**src/rtl/song_sequencer_if.sv**
```systemverilog
// Sequencer bus: playback controls from the host, note/status outputs to the
// buzzer stage, and the combinational note-ROM port.
interface song_sequencer_if #(
   parameter int ADDR_W = 6,
   parameter int IDX_W  = 4
);
   logic              start;
   logic              stop;
   logic              pause;
   logic [1:0]        song_sel;
   logic [ADDR_W-1:0] rom_addr;
   logic [8:0]        rom_data;
   logic [3:0]        note;
   logic [1:0]        octave_auto;
   logic              playing;
   logic              done;
   logic [IDX_W-1:0]  note_idx;

   modport master (
      output start, stop, pause, song_sel, rom_data,
      input  rom_addr, note, octave_auto, playing, done, note_idx
   );

   modport slave (
      input  start, stop, pause, song_sel, rom_data,
      output rom_addr, note, octave_auto, playing, done, note_idx
   );
endinterface

```
**src/rtl/song_sequencer.sv**
```systemverilog
// Walks one song of a combinational note ROM and feeds note/octave to the
// buzzer, with a silent gap after each entry, pause, stop and end detection.
module song_sequencer #(
   parameter int unsigned BEAT_CYCLES = 25_000_000,
   parameter int unsigned GAP_CYCLES  = 2_500_000,
   parameter int unsigned SONG_DEPTH  = 16,
   parameter int unsigned ADDR_W      = 6,
   localparam int unsigned IDX_W      = $clog2(SONG_DEPTH)
) (
   input logic             clk,
   input logic             rst,
   song_sequencer_if.slave bus
);

   typedef enum logic [2:0] {
      S_IDLE,
      S_LOAD,
      S_PLAY,
      S_GAP,
      S_DONE
   } state_e;

   localparam bit          HAS_GAP  = (GAP_CYCLES != 0);
   localparam logic [31:0] GAP_LOAD = HAS_GAP ? 32'(GAP_CYCLES - 1) : 32'd0;
   localparam logic [IDX_W-1:0] LAST_IDX = IDX_W'(SONG_DEPTH - 1);

   state_e            state_q, state_d;
   logic [31:0]       cnt_q, cnt_d;
   logic [ADDR_W-1:0] addr_q, addr_d;
   logic [IDX_W-1:0]  idx_q, idx_d;
   logic [3:0]        nlat_q, nlat_d;
   logic [3:0]        note_q, note_d;
   logic [1:0]        oct_q, oct_d;
   logic              playing_q, playing_d;
   logic              done_q, done_d;

   logic              frozen;
   logic              advance;
   logic [3:0]        rom_note;
   logic [1:0]        rom_oct;
   logic [2:0]        rom_beats;

   assign rom_note  = bus.rom_data[3:0];
   assign rom_oct   = bus.rom_data[5:4];
   assign rom_beats = bus.rom_data[8:6];

   always_comb begin
      state_d = state_q;
      cnt_d   = cnt_q;
      addr_d  = addr_q;
      idx_d   = idx_q;
      nlat_d  = nlat_q;
      oct_d   = oct_q;
      frozen  = 1'b0;
      advance = 1'b0;

      if (bus.stop) begin
         state_d = S_IDLE;
      end else begin
         case (state_q)
            S_IDLE: begin
               if (bus.start) begin
                  addr_d  = ADDR_W'(32'(bus.song_sel) * SONG_DEPTH);
                  idx_d   = '0;
                  state_d = S_LOAD;
               end
            end
            S_LOAD: begin
               if (rom_beats == 3'd0) begin
                  state_d = S_DONE;
               end else begin
                  // Only notes 0..7 are playable; anything higher plays as a rest.
                  nlat_d  = (rom_note > 4'd7) ? 4'd0 : rom_note;
                  oct_d   = rom_oct;
                  cnt_d   = 32'(rom_beats) * BEAT_CYCLES - 32'd1;
                  state_d = S_PLAY;
               end
            end
            S_PLAY: begin
               if (bus.pause) begin
                  frozen = 1'b1;
               end else if (cnt_q == 32'd0) begin
                  if (HAS_GAP) begin
                     cnt_d   = GAP_LOAD;
                     state_d = S_GAP;
                  end else begin
                     advance = 1'b1;
                  end
               end else begin
                  cnt_d = cnt_q - 32'd1;
               end
            end
            S_GAP: begin
               if (bus.pause) begin
                  frozen = 1'b1;
               end else if (cnt_q == 32'd0) begin
                  advance = 1'b1;
               end else begin
                  cnt_d = cnt_q - 32'd1;
               end
            end
            S_DONE:  state_d = S_IDLE;
            default: state_d = S_IDLE;
         endcase

         if (advance) begin
            if (idx_q == LAST_IDX) begin
               state_d = S_DONE;
            end else begin
               addr_d  = addr_q + ADDR_W'(1);
               idx_d   = idx_q + IDX_W'(1);
               state_d = S_LOAD;
            end
         end
      end

      // Outputs are registered, so they are decoded from the next state.
      note_d    = (state_d == S_PLAY && !frozen) ? nlat_d : 4'd0;
      playing_d = (state_d == S_LOAD) || (state_d == S_PLAY) || (state_d == S_GAP);
      done_d    = (state_d == S_DONE);
   end

   always_ff @(posedge clk) begin
      if (rst) begin
         state_q   <= S_IDLE;
         cnt_q     <= '0;
         addr_q    <= '0;
         idx_q     <= '0;
         nlat_q    <= '0;
         note_q    <= '0;
         oct_q     <= '0;
         playing_q <= 1'b0;
         done_q    <= 1'b0;
      end else begin
         state_q   <= state_d;
         cnt_q     <= cnt_d;
         addr_q    <= addr_d;
         idx_q     <= idx_d;
         nlat_q    <= nlat_d;
         note_q    <= note_d;
         oct_q     <= oct_d;
         playing_q <= playing_d;
         done_q    <= done_d;
      end
   end

   assign bus.rom_addr    = addr_q;
   assign bus.note_idx    = idx_q;
   assign bus.note        = note_q;
   assign bus.octave_auto = oct_q;
   assign bus.playing     = playing_q;
   assign bus.done        = done_q;

endmodule

```
**src/flat_wrapper.sv**
```systemverilog
// flat-port wrapper written by rule: the top's interface ports become plain ports
module song_sequencer_flat 
#(
   parameter int unsigned BEAT_CYCLES = 25_000_000,
   parameter int unsigned GAP_CYCLES  = 2_500_000,
   parameter int unsigned SONG_DEPTH  = 16,
   parameter int unsigned ADDR_W      = 6,
   localparam int unsigned IDX_W      = $clog2(SONG_DEPTH)
)
  (clk, rst, bus_start, bus_stop, bus_pause, bus_song_sel, bus_rom_data, bus_rom_addr, bus_note, bus_octave_auto, bus_playing, bus_done, bus_note_idx);
  song_sequencer_if #(.ADDR_W(ADDR_W), .IDX_W(4)) bus_i ();
  input logic clk;
  input logic rst;
  input wire logic [$bits(bus_i.start)-1:0] bus_start;
  input wire logic [$bits(bus_i.stop)-1:0] bus_stop;
  input wire logic [$bits(bus_i.pause)-1:0] bus_pause;
  input wire logic [$bits(bus_i.song_sel)-1:0] bus_song_sel;
  input wire logic [$bits(bus_i.rom_data)-1:0] bus_rom_data;
  output wire logic [$bits(bus_i.rom_addr)-1:0] bus_rom_addr;
  output wire logic [$bits(bus_i.note)-1:0] bus_note;
  output wire logic [$bits(bus_i.octave_auto)-1:0] bus_octave_auto;
  output wire logic [$bits(bus_i.playing)-1:0] bus_playing;
  output wire logic [$bits(bus_i.done)-1:0] bus_done;
  output wire logic [$bits(bus_i.note_idx)-1:0] bus_note_idx;
  assign bus_i.start = bus_start;
  assign bus_i.stop = bus_stop;
  assign bus_i.pause = bus_pause;
  assign bus_i.song_sel = bus_song_sel;
  assign bus_i.rom_data = bus_rom_data;
  assign bus_rom_addr = bus_i.rom_addr;
  assign bus_note = bus_i.note;
  assign bus_octave_auto = bus_i.octave_auto;
  assign bus_playing = bus_i.playing;
  assign bus_done = bus_i.done;
  assign bus_note_idx = bus_i.note_idx;
  song_sequencer #(.BEAT_CYCLES(BEAT_CYCLES), .GAP_CYCLES(GAP_CYCLES), .SONG_DEPTH(SONG_DEPTH), .ADDR_W(ADDR_W)) u_core (.clk(clk), .rst(rst), .bus(bus_i));
endmodule
```
**config.mk**
```make
export PLATFORM = sky130hd
export DESIGN_NAME = song_sequencer_flat
export DESIGN_NICKNAME = d
export VERILOG_FILES = /design/src/rtl/song_sequencer_if.sv /design/src/rtl/song_sequencer.sv /design/src/flat_wrapper.sv
export SDC_FILE = /design/constraint.sdc
export NUM_CORES = 1
export LEC_CHECK = 0
export ABC_AREA = 0
export BUFFER_PORTS_ARGS = -buffer_cell sky130_fd_sc_hd__buf_2
export CAP_MARGIN = 20
export CORE_MARGIN = 1.5
export CORE_UTILIZATION = 40
export DETAILED_ROUTE_END_ITERATION = 10
export MAX_ROUTING_LAYER = met4
export PLACE_DENSITY_LB_ADDON = 0.05
export SETUP_SLACK_MARGIN = 0.02
export SYNTH_ARGS = -nofsm -noshare
export SYNTH_HDL_FRONTEND = slang
export SYNTH_SLANG_ARGS = --single-unit
```
**constraint.sdc**
```tcl
create_clock -name clk -period 8.57 [get_ports clk]
set_input_delay 0.857 -clock clk [delete_from_list [all_inputs] [get_ports clk]]
set_output_delay 0.857 -clock clk [all_outputs]
set_load 0.02 [all_outputs]
```
==> qor.yml <==
finalSetupTns_ns: 0
number_of_global_route_vias_before_repair: 4013
min-delay-start: "u_core.bus.octave_auto[0]"
synthesis.area_per_instance_um2: 7.59
ys_dominant_reg_cell: "sky130_fd_sc_hd__dfxtp_1"
required_ns: 8.83
fp.dieArea_um2: 11900
detailroute.via_count: 4465
r2r_start: "u_core.cnt_q[20]"
placement_cell_area_um2: 4700
rrSetupSlack_ns: 4.33
antenna_found_initial: 0
tritoncts: "built"
hold_class: "reg2reg"
leakagePower_nw: 1.83
route.detailed.vias_per_inst: 5.96
floorplan.initialDensity_pct: 41.2
power_density_nw_per_um2: 173
cell_area_after_synthesis_um2: 4490
finClkSkew_ns: 0.0125
placementRows: 38
worstSetupStartpointType: "primary input"
gpl_congestion: 0.931
routed_wirelength_um: 12700
die-height_um: 109
rsz0062_at_grt: "false"
worstMarginPinSlew_ns: 1.01
cts_max_level: 3
antenna_left: 0
crit_path_frequent_cell: "sky130_fd_sc_hd__fa_1"
postSynthCellCount: 591
grt_usage_pct: 22.9
slew_headroom_pct: 32.6
post_place_setup_slack_ns: 3.98
asyncSetResetFlopFracSynth_pct: 0
setup-violations-final: 0
hold_violations: 0
fin_crit_sh_pct: 49.9
cts_resized: 0
n_fill_cell: 1121
crit_path_cell_trace: "buf_2 > fa_1 > ha_1 > inv_1 > fa_1 > nand2b_1 > a21oi_1 > xnor2_1 > or3_1 > nor4_1 > mux2_2 > a211oi_1"
cp.arrival_ns: 4.53
routedWlPerCell_um: 17.0
grt-ovfl-total: 0
crit_fanout: 9
finalWorstSetupSlack_ns: 4.30
grt_start_max_net_pins: 57
first_pass_grt_wire_length_um: 20500
portBuffers: 33
synthesis.nets: 630
outcome: "completed"
postSynthRegisterBits: 57
postCtsSetupRepairBufs: 0
top_ports: 34
area.growth.synth_to_final_pct: 9.76
holdPathEnd: "u_core.bus.octave_auto[0]"
power.ir.vdd_worst_mv: 0.0757
count_of_pins_over_their_slew_limit: 0
clock_latency_ns: 0.35
final_period_minus_worst_setup_slack_ns: 4.27
maxCapViolCount: 0
edff_count_synth: 0
worstSetupEndpointType: "flip-flop"
ctsRootBufferMaster: "sky130_fd_sc_hd__clkbuf_8"
cts_num_sinks: 57
share_of_the_yosys_chip_area_belonging_to_registers_pct: 25.4
fmaxAchievable_mhz: 234
worstSetupPathType: "in2reg"
drt-pass1-iter-count: 4
drc: 0
die_x_um: 109
worst_hold_path.num_cells: 2
clk_pin_slew_ns: 0.06
stdcell_area_um2: 4920
slowest_stage: "sky130_fd_sc_hd__fa_1"
worst_hold_slack_ns: 0.459
yosys.cell_types.count: 79
crit_path_max_incr_delay_ns: 0.60
cts_inserted_buffers: 9
reg2reg_to: "u_core.cnt_q[16]"
drive_gt1_share_pct: 13.6
nets: 643
drt_iter0_markers: 345
ff2ff_path_depth: 7
cts.path.max_buffers: 2
hold_buffers: 0
core-area_um2: 10900
dp_hpwl_um: 9200
num_antenna_cells: 0
ys_warn_count: 0
-- per-layer routing --
metal  part of all wire [%]  up-vias  wire (µm)  global-route usage (%)
li1                       -     2229          -                       -
met4                    1.6        0        208                    7.89
met1                     47     2098       5920                    29.1
met5                      0        -          0                       -
met2                     47      122       5980                    36.7
met3                    4.8       16        608                    3.83
-- critical path, delay by kind of cell --
kind	cells	cell delay, ns
AO/OA/AOI/OAI	2	0.38
XOR/XNOR	1	0.15
adder cells (fa/ha/maj)	3	1.35
buffers and inverters	2	0.25
multiplexers	1	0.38
AND/OR/NAND/NOR	3	1.16
-- layout make-up --
type / count / area (µm²) / share of cell area (%)
Clock buffer: 11 / 141 / 2.87
Clock inverter: 5 / 78.8 / 1.60
Inverter: 27 / 101 / 2.06
Multi-Input combinational cell: 470 / 3080 / 62.5
Sequential cell: 57 / 1140 / 23.2
Tap cell: 140 / 175 / 3.56
Timing Repair Buffer: 39 / 210 / 4.27
-- power by group --
| group | internal, mW | switching, mW | leakage (nW) | total [mW] |
|---|---|---|---|---|
| combinational | 0.100 | 0.187 | 1.25 | 0.287 |
| clock | 0.171 | 0.115 | 0.113 | 0.286 |
| sequential | 0.272 | 0.00795 | 0.461 | 0.280 |
-- cells in the final DEF, fill, tap and decap left out, types with 3 or more instances in the layout --
cell and count:
sky130_fd_sc_hd__or3_1 15, sky130_fd_sc_hd__fa_1 3, sky130_fd_sc_hd__xnor2_1 9, sky130_fd_sc_hd__nand3b_1 11, sky130_fd_sc_hd__nand2_1 30, sky130_fd_sc_hd__inv_1 27, sky130_fd_sc_hd__a22oi_1 6, sky130_fd_sc_hd__nor3_1 33
sky130_fd_sc_hd__a21boi_0 3, sky130_fd_sc_hd__buf_2 33, sky130_fd_sc_hd__nand2b_1 10, sky130_fd_sc_hd__or2_2 6, sky130_fd_sc_hd__a21oi_1 47, sky130_fd_sc_hd__nor2b_1 6, sky130_fd_sc_hd__o22ai_1 8, sky130_fd_sc_hd__a221oi_1 8
sky130_fd_sc_hd__nor2_1 63, sky130_fd_sc_hd__o31a_1 4, sky130_fd_sc_hd__a211oi_1 8, sky130_fd_sc_hd__mux2i_1 5, sky130_fd_sc_hd__nor4_1 16, sky130_fd_sc_hd__o31ai_1 3, sky130_fd_sc_hd__a311oi_1 4, sky130_fd_sc_hd__and2_1 9
sky130_fd_sc_hd__nand3_1 13, sky130_fd_sc_hd__a31oi_1 6, sky130_fd_sc_hd__nand4_1 8, sky130_fd_sc_hd__nor3b_1 3, sky130_fd_sc_hd__and3_1 7, sky130_fd_sc_hd__clkbuf_8 10, sky130_fd_sc_hd__o211ai_1 3, sky130_fd_sc_hd__ha_1 20
sky130_fd_sc_hd__xor2_1 5, sky130_fd_sc_hd__buf_4 6, sky130_fd_sc_hd__nor4_4 3, sky130_fd_sc_hd__o21ai_0 43, sky130_fd_sc_hd__dfxtp_1 57
-- synth_stat cells (10+ instances only) --
| cell type | n | area share, % |
|---|---|---|
| sky130_fd_sc_hd__a21oi_1 | 47 | 5.2 |
| sky130_fd_sc_hd__buf_2 | 16 | 1.8 |
| sky130_fd_sc_hd__clkbuf_1 | 16 | 1.3 |
| sky130_fd_sc_hd__dfxtp_1 | 57 | 25 |
| sky130_fd_sc_hd__ha_1 | 20 | 5.6 |
| sky130_fd_sc_hd__inv_1 | 27 | 2.3 |
| sky130_fd_sc_hd__nand2_1 | 30 | 2.5 |
| sky130_fd_sc_hd__nand2b_1 | 10 | 1.4 |
| sky130_fd_sc_hd__nand3_1 | 13 | 1.5 |
| sky130_fd_sc_hd__nand3b_1 | 11 | 1.8 |
| sky130_fd_sc_hd__nor2_1 | 63 | 5.3 |
| sky130_fd_sc_hd__nor3_1 | 33 | 3.7 |
| sky130_fd_sc_hd__nor4_1 | 16 | 2.2 |
| sky130_fd_sc_hd__o21ai_0 | 43 | 4.8 |
| sky130_fd_sc_hd__or3_1 | 15 | 2.1 |
-- kinds of logic after synthesis --
kind of cell | synth area share [%]
buffers and inverters | 6.14
AOI/OAI and AO/OA | 25.2
xor gates and xnor gates | 2.73
and+or+nand+nor | 32.2
adders and majority gates | 6.92
muxes | 1.37
DFF | 25.4
-- sequential cells by signal (all words and copies together) (netlist names) --
signal                  flops
u_core.cnt_q               32
u_core.bus.rom_addr         6
u_core.bus.note             4
u_core.bus.note_idx         4
u_core.nlat_q               4
u_core.state_q              3
u_core.bus.octave_auto      2
u_core.bus.done             1
u_core.bus.playing          1
-- stage by stage --
step	cells	total power, mW	util (%)
global route	749	0.904	45.2
floorplan	591	0.506	-
CTS	749	0.858	45.2
global placement	733	0.567	43.2
detailed placement	733	0.568	43.2
finish	749	0.853	45.2
-- worst max path at each step --
stage	from	endpoint	slack, ns	depth (start not counted)
after global placement	bus_rom_data[6]	u_core.cnt_q[23]	4.04	12
after CTS	bus_rom_data[6]	u_core.cnt_q[23]	4.31	12
after floorplan	bus_rom_data[6]	u_core.cnt_q[23]	4.45	12
final	bus_rom_data[6]	u_core.cnt_q[23]	4.30	12
after detailed placement	bus_rom_data[6]	u_core.cnt_q[23]	3.98	12
after global routing	bus_rom_data[6]	u_core.cnt_q[27]	4.02	12
Note: power is estimated with default switching activity, not from simulation.
